### src/rtl/data_mem_bridge_pkg.sv
// data_mem_bridge_pkg
//   Shared constants for the word-to-byte data-memory bridge: FSM state
//   encoding and word geometry. Imported by data_mem_bridge.
package data_mem_bridge_pkg;

  typedef enum logic [1:0] {
    BRIDGE_IDLE = 2'd0,
    BRIDGE_XFER = 2'd1,
    BRIDGE_DONE = 2'd2
  } bridge_state_e;

  localparam int unsigned BYTES_PER_WORD = 4;
  // Byte counter value of the final (least-significant) byte of a word.
  localparam logic [1:0]  LAST_BYTE      = 2'(BYTES_PER_WORD - 1);

endpackage : data_mem_bridge_pkg

### src/rtl/data_mem_bridge.sv
// data_mem_bridge
//   Turns each 32-bit word load/store from the core's data port into four
//   sequential byte transfers to a byte-wide RAM with a req/ack handshake,
//   most-significant byte first. Stall holds the core until the word is done.
//
// Ports
//   CLK, Reset            clock, asynchronous active-high reset
//   MemRead, MemWrite     core word load / store request (write wins if both)
//   Address, WriteData    core byte address and store data
//   ReadData              assembled load word, held until the next load ends
//   Stall                 core must not advance this cycle
//   AlignErr              sticky, set by any access with Address[1:0] != 0
//   RamAddr, RamWData     RAM byte address and write byte
//   RamWe, RamReq         RAM write qualifier and transfer request
//   RamAck, RamRData      RAM accept/complete strobe and read byte
module data_mem_bridge
  import data_mem_bridge_pkg::*;
#(
  parameter int unsigned RAM_AW = 16
) (
  input  logic              CLK,
  input  logic              Reset,
  input  logic              MemRead,
  input  logic              MemWrite,
  input  logic [31:0]       Address,
  input  logic [31:0]       WriteData,
  output logic [31:0]       ReadData,
  output logic              Stall,
  output logic              AlignErr,
  output logic [RAM_AW-1:0] RamAddr,
  output logic [7:0]        RamWData,
  output logic              RamWe,
  output logic              RamReq,
  input  logic              RamAck,
  input  logic [7:0]        RamRData
);

  bridge_state_e     state_q, state_d;
  logic [1:0]        cnt_q, cnt_d;
  logic [RAM_AW-3:0] base_q, base_d;
  logic [31:0]       wdata_q, wdata_d;
  logic              is_wr_q, is_wr_d;
  logic [31:0]       asm_q, asm_d;
  logic [31:0]       rdata_q, rdata_d;
  logic              align_err_q, align_err_d;

  logic [7:0]        lane;
  logic [31:0]       asm_ins;

  // Address bits above the RAM window are intentionally dropped.
  generate
    if (RAM_AW < 32) begin : g_addr_hi
      logic unused_addr_hi;
      assign unused_addr_hi = ^Address[31:RAM_AW];
    end
  endgenerate

  // Big-endian byte lane select for the outgoing write byte.
  always_comb begin
    lane = '0;
    case (cnt_q)
      2'd0:    lane = wdata_q[31:24];
      2'd1:    lane = wdata_q[23:16];
      2'd2:    lane = wdata_q[15:8];
      default: lane = wdata_q[7:0];
    endcase
  end

  // Assembly register with the incoming read byte placed at its lane.
  always_comb begin
    asm_ins = asm_q;
    case (cnt_q)
      2'd0:    asm_ins[31:24] = RamRData;
      2'd1:    asm_ins[23:16] = RamRData;
      2'd2:    asm_ins[15:8]  = RamRData;
      default: asm_ins[7:0]   = RamRData;
    endcase
  end

  always_comb begin
    state_d     = state_q;
    cnt_d       = cnt_q;
    base_d      = base_q;
    wdata_d     = wdata_q;
    is_wr_d     = is_wr_q;
    asm_d       = asm_q;
    rdata_d     = rdata_q;
    align_err_d = align_err_q;

    Stall    = 1'b0;
    RamReq   = 1'b0;
    RamWe    = 1'b0;
    RamAddr  = '0;
    RamWData = '0;

    case (state_q)
      BRIDGE_IDLE: begin
        Stall = MemRead | MemWrite;
        if (MemRead | MemWrite) begin
          base_d  = Address[RAM_AW-1:2];
          wdata_d = WriteData;
          is_wr_d = MemWrite;
          cnt_d   = '0;
          state_d = BRIDGE_XFER;
          if (Address[1:0] != 2'b00) begin
            align_err_d = 1'b1;
          end
        end
      end

      BRIDGE_XFER: begin
        Stall    = 1'b1;
        RamReq   = 1'b1;
        RamAddr  = {base_q, cnt_q};
        RamWe    = is_wr_q;
        RamWData = lane;
        if (RamAck) begin
          if (!is_wr_q) begin
            asm_d = asm_ins;
          end
          cnt_d = cnt_q + 2'd1;
          if (cnt_q == LAST_BYTE) begin
            state_d = BRIDGE_DONE;
            // Publish the completed word on the final byte so ReadData is
            // already valid during DONE; writes leave it untouched.
            if (!is_wr_q) begin
              rdata_d = asm_ins;
            end
          end
        end
      end

      BRIDGE_DONE: begin
        state_d = BRIDGE_IDLE;
      end

      default: begin
        state_d = BRIDGE_IDLE;
      end
    endcase
  end

  always_ff @(posedge CLK or posedge Reset) begin
    if (Reset) begin
      state_q     <= BRIDGE_IDLE;
      cnt_q       <= '0;
      base_q      <= '0;
      wdata_q     <= '0;
      is_wr_q     <= 1'b0;
      asm_q       <= '0;
      rdata_q     <= '0;
      align_err_q <= 1'b0;
    end else begin
      state_q     <= state_d;
      cnt_q       <= cnt_d;
      base_q      <= base_d;
      wdata_q     <= wdata_d;
      is_wr_q     <= is_wr_d;
      asm_q       <= asm_d;
      rdata_q     <= rdata_d;
      align_err_q <= align_err_d;
    end
  end

  assign ReadData = rdata_q;
  assign AlignErr = align_err_q;

endmodule : data_mem_bridge

### config.mk
export PLATFORM = sky130hd
export DESIGN_NAME = data_mem_bridge
export DESIGN_NICKNAME = d
export VERILOG_FILES = /design/src/rtl/data_mem_bridge_pkg.sv /design/src/rtl/data_mem_bridge.sv
export SDC_FILE = /design/constraint.sdc
export NUM_CORES = 1
export LEC_CHECK = 0
export BUFFER_PORTS_ARGS = -buffer_cell sky130_fd_sc_hd__buf_2
export CORE_ASPECT_RATIO = 1.1
export CORE_MARGIN = 2
export CORE_UTILIZATION = 35
export DETAILED_ROUTE_END_ITERATION = 10
export GPL_ROUTABILITY_DRIVEN = 0
export GPL_TIMING_DRIVEN = 0
export SLEW_MARGIN = 40
export SYNTH_ARGS = -nofsm -noshare
export SYNTH_HDL_FRONTEND = slang
export SYNTH_SLANG_ARGS = --single-unit
### constraint.sdc
create_clock -name CLK -period 4.4 [get_ports CLK]
set_input_delay 0.22 -clock CLK [delete_from_list [all_inputs] [get_ports CLK]]
set_output_delay 0.22 -clock CLK [all_outputs]
set_load 0.05 [all_outputs]
-- After elaboration in Yosys (flattened, before gate mapping)
Cells that the tools add are included.
- bits in registers: 116
- input bits: 77
- output and inout bits: 60
- logic and storage cells: 46
- add/subtract/negate cells: 1
- eq/ne operators: 7
- multiplexer cells: 17
- bitwise gates (word level): 2
- reductions and logical operators: 11
- operator list (cell ; number):
    8-bit two-way mux ; 5
    8-bit one-hot mux with 3 select lines ; 1
    16-bit two-way mux ; 1
    3-bit AND reduction ; 4
    2-bit two-way mux ; 5
    2-bit one-hot mux with 2 select lines ; 2
    2-bit inequality test (second input constant) ; 3
    2-bit by 1-bit == test with 1-bit output (second input constant) ; 2
    2-bit == test (second input constant) ; 2
    2-bit logical NOT ; 2
    4-bit AND reduction ; 1
    2-bit nonzero test ; 2
    3-bit OR reduction ; 1
    2-bit by 1-bit adder with 2-bit output (second input constant) ; 1
    1-bit two-way mux ; 2
    1-bit one-hot mux with 2 select lines ; 1
    2-bit AND reduction ; 1
    1-bit NOT ; 1
    1-bit bitwise OR ; 1

-- Logic depth before layout (Yosys ltp)
Gate-level depths: netlist of run 1.
- depth in word-level cells: 4
- depth in mapped cells: 6
- depth with buffers taken out: 4

-- Worst setup path before layout of run 1
OpenSTA, ideal clock, no wires.
- path type: register to output
- from: reg cnt_q[0]
- to: out RamWData[0]
- arrival time: 2075 ps
- required time: 4180 ps
- slack: 2105 ps
- stages on the path, launching flop included: 7
- buffers on the path: 2
- cell sequence: dfrtp_1 inv_1 ha_1 buf_2 buf_1 a222oi_1 a21oi_1
- cells in the longest elaborated chain, start to end: 3
- elaborated cells on any way between the ends: 5
- those cells by class: 2 x eq/ne; 2 x mux; 1 x reduce/logical
- RTL lines (element ; RTL line ; source):
    start: declaration ; data_mem_bridge.sv:39 ; logic [1:0] cnt_q, cnt_d;
    start signal: assignment ; data_mem_bridge.sv:155 ; cnt_q <= cnt_d;
    2-bit == test, or another cell as far along ; data_mem_bridge.sv:61 ; case (cnt_q)
    8-bit one-hot mux with 3 select lines * ; data_mem_bridge.sv:61 ;
    8-bit two-way mux * ; data_mem_bridge.sv:96 ; case (state_q)
    end: declaration ; data_mem_bridge.sv:31 ; output logic [7:0] RamWData,
Mark *: on every way between the ends. The rest lies on a longest branch, timed or not.

-- Final worst setup path of run 1
Same ends and word-level chain as after synthesis.

==> flow_summary.json, run 1 <==
{
  "diodes": 0,
  "clockBufferDepth": 2,
  "cp_slowest_cell": "buf_1",
  "postCtsSetupBuffers": 0,
  "ant_nets": 0,
  "start_util_pct": 35.59,
  "synth.top_cell.area_share_pct": 56.90,
  "first_pass_iters": 4,
  "grt_max_degree": 80,
  "worst-path-buf-inv": 4,
  "ys_seq_elements": 116,
  "drtIter0Drc": 114,
  "antenna_found_initial": 0,
  "fin_crit_sh_pct": 64.77,
  "cp-start-kind": "flip-flop",
  "fin_skew_ns": 0.007890,
  "grt_overflow": 0,
  "syn_area_per_cell_um2": 14.45,
  "post_drt_wl_per_cell_um": 16.75,
  "dp_hpwl_um": 8327,
  "hold_class": "in -> reg",
  "cts_hold_buffers": 1,
  "port_buffers": 120,
  "synth_edf_count": 0,
  "finalMaxSlewViolations": 0,
  "rsz0062_at_grt": "no",
  "yosys.area.top_type": "dfrtp_1",
  "critical_path_class": "reg -> out",
  "insertion_delay_ns": 0.41,
  "core_area_um2": 14330,
  "cp_max_fo": 10,
  "worstRegToRegCells": 6,
  "finalWirelength_um": 11710,
  "fmax_ghz": 0.3509,
  "grt_pass1_vias": 3577,
  "setup_viol": 0,
  "cts_buffers": 17,
  "ys_top_cells_by_count": "mux2_2 (139), dfrtp_1 (116), and2_1 (16)",
  "drc": 0,
  "crit_cells": 7,
  "synth_flop_cell": "dfrtp_1",
  "critPathCaptureType": "output port",
  "cts_sinks": 116,
  "rows": 46,
  "cts-root-buf": "clkbuf_16",
  "grt_pass1_wl_um": 18820,
  "synth-compound-area-share_pct": 3.704,
  "dieArea_um2": 15560,
  "crit_chain": "inv_1 > ha_1 > buf_2 > buf_1 > a222oi_1 > a21oi_1 > buf_2",
  "area_growth_pct": 28.97,
  "slew_headroom_pct": 59.99,
  "viasPerCell": 4.754,
  "yosysWarnings": 0,
  "cts_tree": "done",
  "die_w_um": 119.1,
  "fin_util_pct": 45.91,
  "hold_viol_final": 0,
  "dp.cells": 666,
  "arrival_ns": 2.63,
  "synth_nets": 435,
  "synthSimpleGateAreaFrac_pct": 4.145,
  "layout-drive-gt1-share_pct": 61.54,
  "synth_fa_ha_area_share_pct": 1.226,
  "synthXorXnorAreaFrac_pct": 0,
  "cp_data_required_time_ns": 4.18,
  "ctsResizeCount": 0,
  "fin_nets": 576,
  "synthTopCellsByArea": "dfrtp_1 (57%), mux2_2 (31%), and2_1 (2.0%)",
  "muxShareOfSynthArea_pct": 31.54,
  "async_reset_ff_share_pct": 100.0,
  "crit_family": "buffers and inverters",
  "drv_cap": 0,
  "synth_top_family_by_area": "multiplexers",
  "yosysSeqAreaShare_pct": 56.90,
  "syn_area_um2": 5101,
  "tightest_slew_ns": 0.6002,
  "stdcell_count": 699,
  "num_io_pins": 137,
  "htreeDepth": 4,
  "yosysMostFrequentCell": "mux2_2",
  "yosys.cell_types.count": 27,
  "syn_inst": 353,
  "path_clk_slew_ns": 0.05,
  "max_stage_delay_ns": 0.50,
  "via_count": 3323,
  "period_minus_slack_ns": 2.850,
  "die_h_um": 130.6,
  "status": "completed",
  "grt_util_all_layers_pct": 15.87,
  "cpMostUsedCell": "buf_2",
  "whs_path_depth": 2
}
-- flip-flops by register name, indices dropped and copies added, names as in the netlist --
register and flops:
ReadData 32, state_q 2, base_q 14, asm_q 32, AlignErr 1, cnt_q 2, is_wr_q 1, wdata_q 32
-- cell usage in the layout (no fill, tap or decap), types with 3 or more instances in the layout --
cell type  synthesis  routed
buf_2              8     128
mux2_1             3       3
clkinv_2           0       9
and2_1            16      16
bufinv_16          0       3
ha_1               5       5
a222oi_1           8       8
mux2_2           139     139
buf_4              6       6
o21ai_0            9       9
nor2_1             6       6
clkbuf_16          0      17
clkbuf_1           5       6
dfrtp_1          116     116
a21oi_1            8       8
nand2_2            4       4
inv_1              5       4
-- per-layer routing --
metal | vias up | part of all wire [%] | GRT usage, %
li1 | 1555 | - | -
met1 | 1682 | 44 | 19.39
met2 | 73 | 49 | 26.37
met3 | 13 | 5.2 | 5.122
met4 | 0 | 1.3 | 6.162
met5 | - | 0 | 0
-- stage by stage --
| step | hold slack (ns) | setup slack (ns) | TNS, ns | area (um^2) |
|---|---|---|---|---|
| after floorplan | 0.3517 | 1.108 | 0 | 5101 |
| final | 0.03554 | 1.550 | 0 | 6579 |
| after CTS | 0.02026 | 1.485 | 0 | 6579 |
| after global placement | 0.4388 | -0.1976 | -21.76 | 5942 |
| after detailed placement | 0.2237 | 1.984 | 0 | 5977 |
| after global routing | 0.02273 | 1.375 | 0 | 6579 |
-- cell type report --
type                       instances  area [um^2]
timing repair buffer             122        638.1
buffer                            20        107.6
multi-input combinational        212         2072
clock buffer                      20        456.7
sequential                       116         2903
clock inverter                    12        135.1
inverter                           5        26.28
fill                            1312         7752
tap                              192        240.2
-- kinds of logic (layout without fill, tap and decap cells) --
group	count (synthesis)	in the layout
muxes	143	143
buffers and inverters	25	179
DFF	116	116
and+or+nand+nor	36	36
AOI/OAI and AO/OA	28	28
adders and majority gates	5	5
-- worst paths after layout --
check                                startpoint                 endpoint  slack [ns]
hold reg to reg            AlignErr$_DFFE_PP0P_     AlignErr$_DFFE_PP0P_        0.45
min in group asynchronous                 Reset  wdata_q[22]$_DFFE_PP0P_        0.35
max in group asynchronous                 Reset     asm_q[0]$_DFFE_PP0P_        3.37
setup reg to reg           cnt_q[0]$_DFFE_PP0P_  ReadData[8]$_DFFE_PP0P_        2.15
hold / removal                    WriteData[13]  wdata_q[13]$_DFFE_PP0P_        0.04
setup / recovery           cnt_q[0]$_DFFE_PP0P_              RamWData[0]        1.55
Power of run 1 is left out: the tool's default activity adds up to more than one toggle a clock period on the data nets, which glitch-free logic cannot reach.
==> run 2, diff against run 1 <==
==> constraint.sdc (replaced) <==
create_clock -name CLK -period 2.3 [get_ports CLK]
set_input_delay 0.115 -clock CLK [delete_from_list [all_inputs] [get_ports CLK]]
set_output_delay 0.115 -clock CLK [all_outputs]
set_load 0.05 [all_outputs]
==> flow_summary.json, run 2 (synthesis gave the netlist of run 1 again) <==
{
  "antenna_found_initial": 0,
  "critical_path_class": "reg -> out",
  "setup_viol": 0,
  "grt_util_all_layers_pct": 16.52,
  "diodes": 0,
  "grt_overflow": 0,
  "grt_pass1_vias": 3860,
  "post_drt_wl_per_cell_um": 16.38,
  "finalWirelength_um": 12250,
  "tightest_slew_ns": 0.4177,
  "status": "completed",
  "cts_sinks": 116,
  "dp.cells": 670,
  "slew_headroom_pct": 72.00,
  "r2r-start": "cnt_q[0]$_DFFE_PP0P_",
  "cp-start-kind": "flip-flop",
  "viasPerCell": 4.787,
  "final_cell_mix": "mux2_2 (139), buf_2 (120), dfrtp_1 (115)",
  "period_minus_slack_ns": 2.188,
  "ir_drop_v": 0.0007172,
  "cts-root-buf": "clkbuf_16",
  "crit_path_end": "RamWData[4]",
  "htreeDepth": 4,
  "fin_nets": 628,
  "drv_cap": 0,
  "cts_tree": "done",
  "fin_skew_ns": 0.008293,
  "worstRegToRegCells": 6,
  "hold_viol_final": 0,
  "grt_pass1_wl_um": 19620,
  "whs_path_depth": 3,
  "via_count": 3581,
  "layout-drive-gt1-share_pct": 58.09,
  "drtIter0Drc": 195,
  "fin_setup_tns_ns": 0,
  "fmax_ghz": 0.4570,
  "die_h_um": 130.6,
  "hold_class": "in -> reg",
  "start_util_pct": 35.59,
  "r2r-end": "ReadData[17]$_DFFE_PP0P_",
  "cts_buffers": 17,
  "fin_crit_sh_pct": 95.14,
  "grt_max_degree": 27,
  "clockBufferDepth": 2,
  "dp_hpwl_um": 8471,
  "final_common_cell": "mux2_2",
  "critPathCaptureType": "output port",
  "num_io_pins": 137,
  "port_buffers": 120,
  "path_clk_slew_ns": 0.05,
  "cp_max_fo": 10,
  "rrSetupSlack_ns": 0.37,
  "insertion_delay_ns": 0.41,
  "drc": 0,
  "leakagePower_nw": 3.318,
  "arrival_ns": 2.07,
  "first_pass_iters": 4,
  "fin_util_pct": 50.09,
  "hold_slack_ns": 0.02035,
  "stdcell_count": 748,
  "core_area_um2": 14330,
  "crit_path_start": "cnt_q[1]$_DFFE_PP0P_",
  "area_growth_pct": 40.72,
  "nFillCells": 1259,
  "ant_nets": 0,
  "dieArea_um2": 15560,
  "worst_slack_ns": 0.1117,
  "die_w_um": 119.1,
  "cp_data_required_time_ns": 2.18,
  "power_density_nw_per_um2": 1701,
  "place_worst_setup_slack_ns": -0.01257,
  "rows": 46,
  "finalMaxSlewViolations": 0
}
-- run 2: cell types whose count changed in the layout (fill, tap and decap cells not counted), sizes merged --
| cell | delta |
|---|---|
| dlygate4sd3 | +50 |
| clkbuf | +3 |
| clkinv | -5 |
| inv | -1 |
| bufinv | -2 |
| clkinvlp | +1 |
| buf | +3 |
-- run 2: worst max-delay path, stage by stage, from the launching register on --
cell and delay (ns):
dfrtp_1 0.40, inv_2 0.10, ha_4 0.21, buf_4 0.20, a222oi_1 0.42, a21oi_1 0.13
buf_4 0.21
-- run 2: final cells by class --
type / instances / area [um^2] / area share, %
buffer: 17 / 116.4 / 1.621
timing repair buffer: 177 / 1244 / 17.33
tap: 192 / 240.2 / 3.347
clock buffer: 24 / 501.7 / 6.990
clock inverter: 5 / 50.05 / 0.6972
multi-input combinational: 212 / 2097 / 29.21
inverter: 5 / 25.02 / 0.3486
sequential: 116 / 2904 / 40.46
-- run 2: timing repair --
item,CTS,global route
pin swaps,1,1
hold buffers,51,0
endpoints found under the hold margin,74,0
resized for setup,13,11
endpoints found under the setup margin,16,8
buffers inserted,1,0
-- run 2: worst min-delay path by stage --
stage	from	slack, ns	endpoint
after floorplan	RamRData[7]	0.25	asm_q[31]$_DFFE_PP0P_
after global placement	Address[13]	0.35	base_q[11]$_DFFE_PP0P_
after detailed placement	Reset	0.06	base_q[7]$_DFFE_PP0P_
after CTS	MemRead	0.00003	is_wr_q$_DFFE_PP0P_
after global routing	MemRead	0.05	is_wr_q$_DFFE_PP0P_
final	MemRead	0.02	is_wr_q$_DFFE_PP0P_
-- run 2: per-stage QoR --
| step | total power [mW] | cell area [um^2] |
|---|---|---|
| 5_1_grt | 12.88 | 7178 |
| 3_3_place_gp | 9.441 | 5946 |
| 2_1_floorplan | 8.184 | 5105 |
| 4_1_cts | 12.26 | 7146 |
| 3_5_place_dp | 9.603 | 6061 |
| 6_report | 12.21 | 7178 |
-- run 2: report_power, final --
part	total [mW]	leakage (nW)	internal [mW]	switching, mW
clock	2.46	0.278	1.60	0.857
combinational	6.18	1.64	2.34	3.84
sequential	3.57	1.40	3.06	0.510
-- run 2: per-layer routing --
metal	part of all wire, %	global-route usage (%)	vias up
met4	2.4	8.543	0
met3	3.5	3.863	19
met5	0	0	-
met1	44	20.14	1829
met2	50	27.62	74
li1	-	-	1659
No activity file was read; power rests on OpenSTA's default activity.
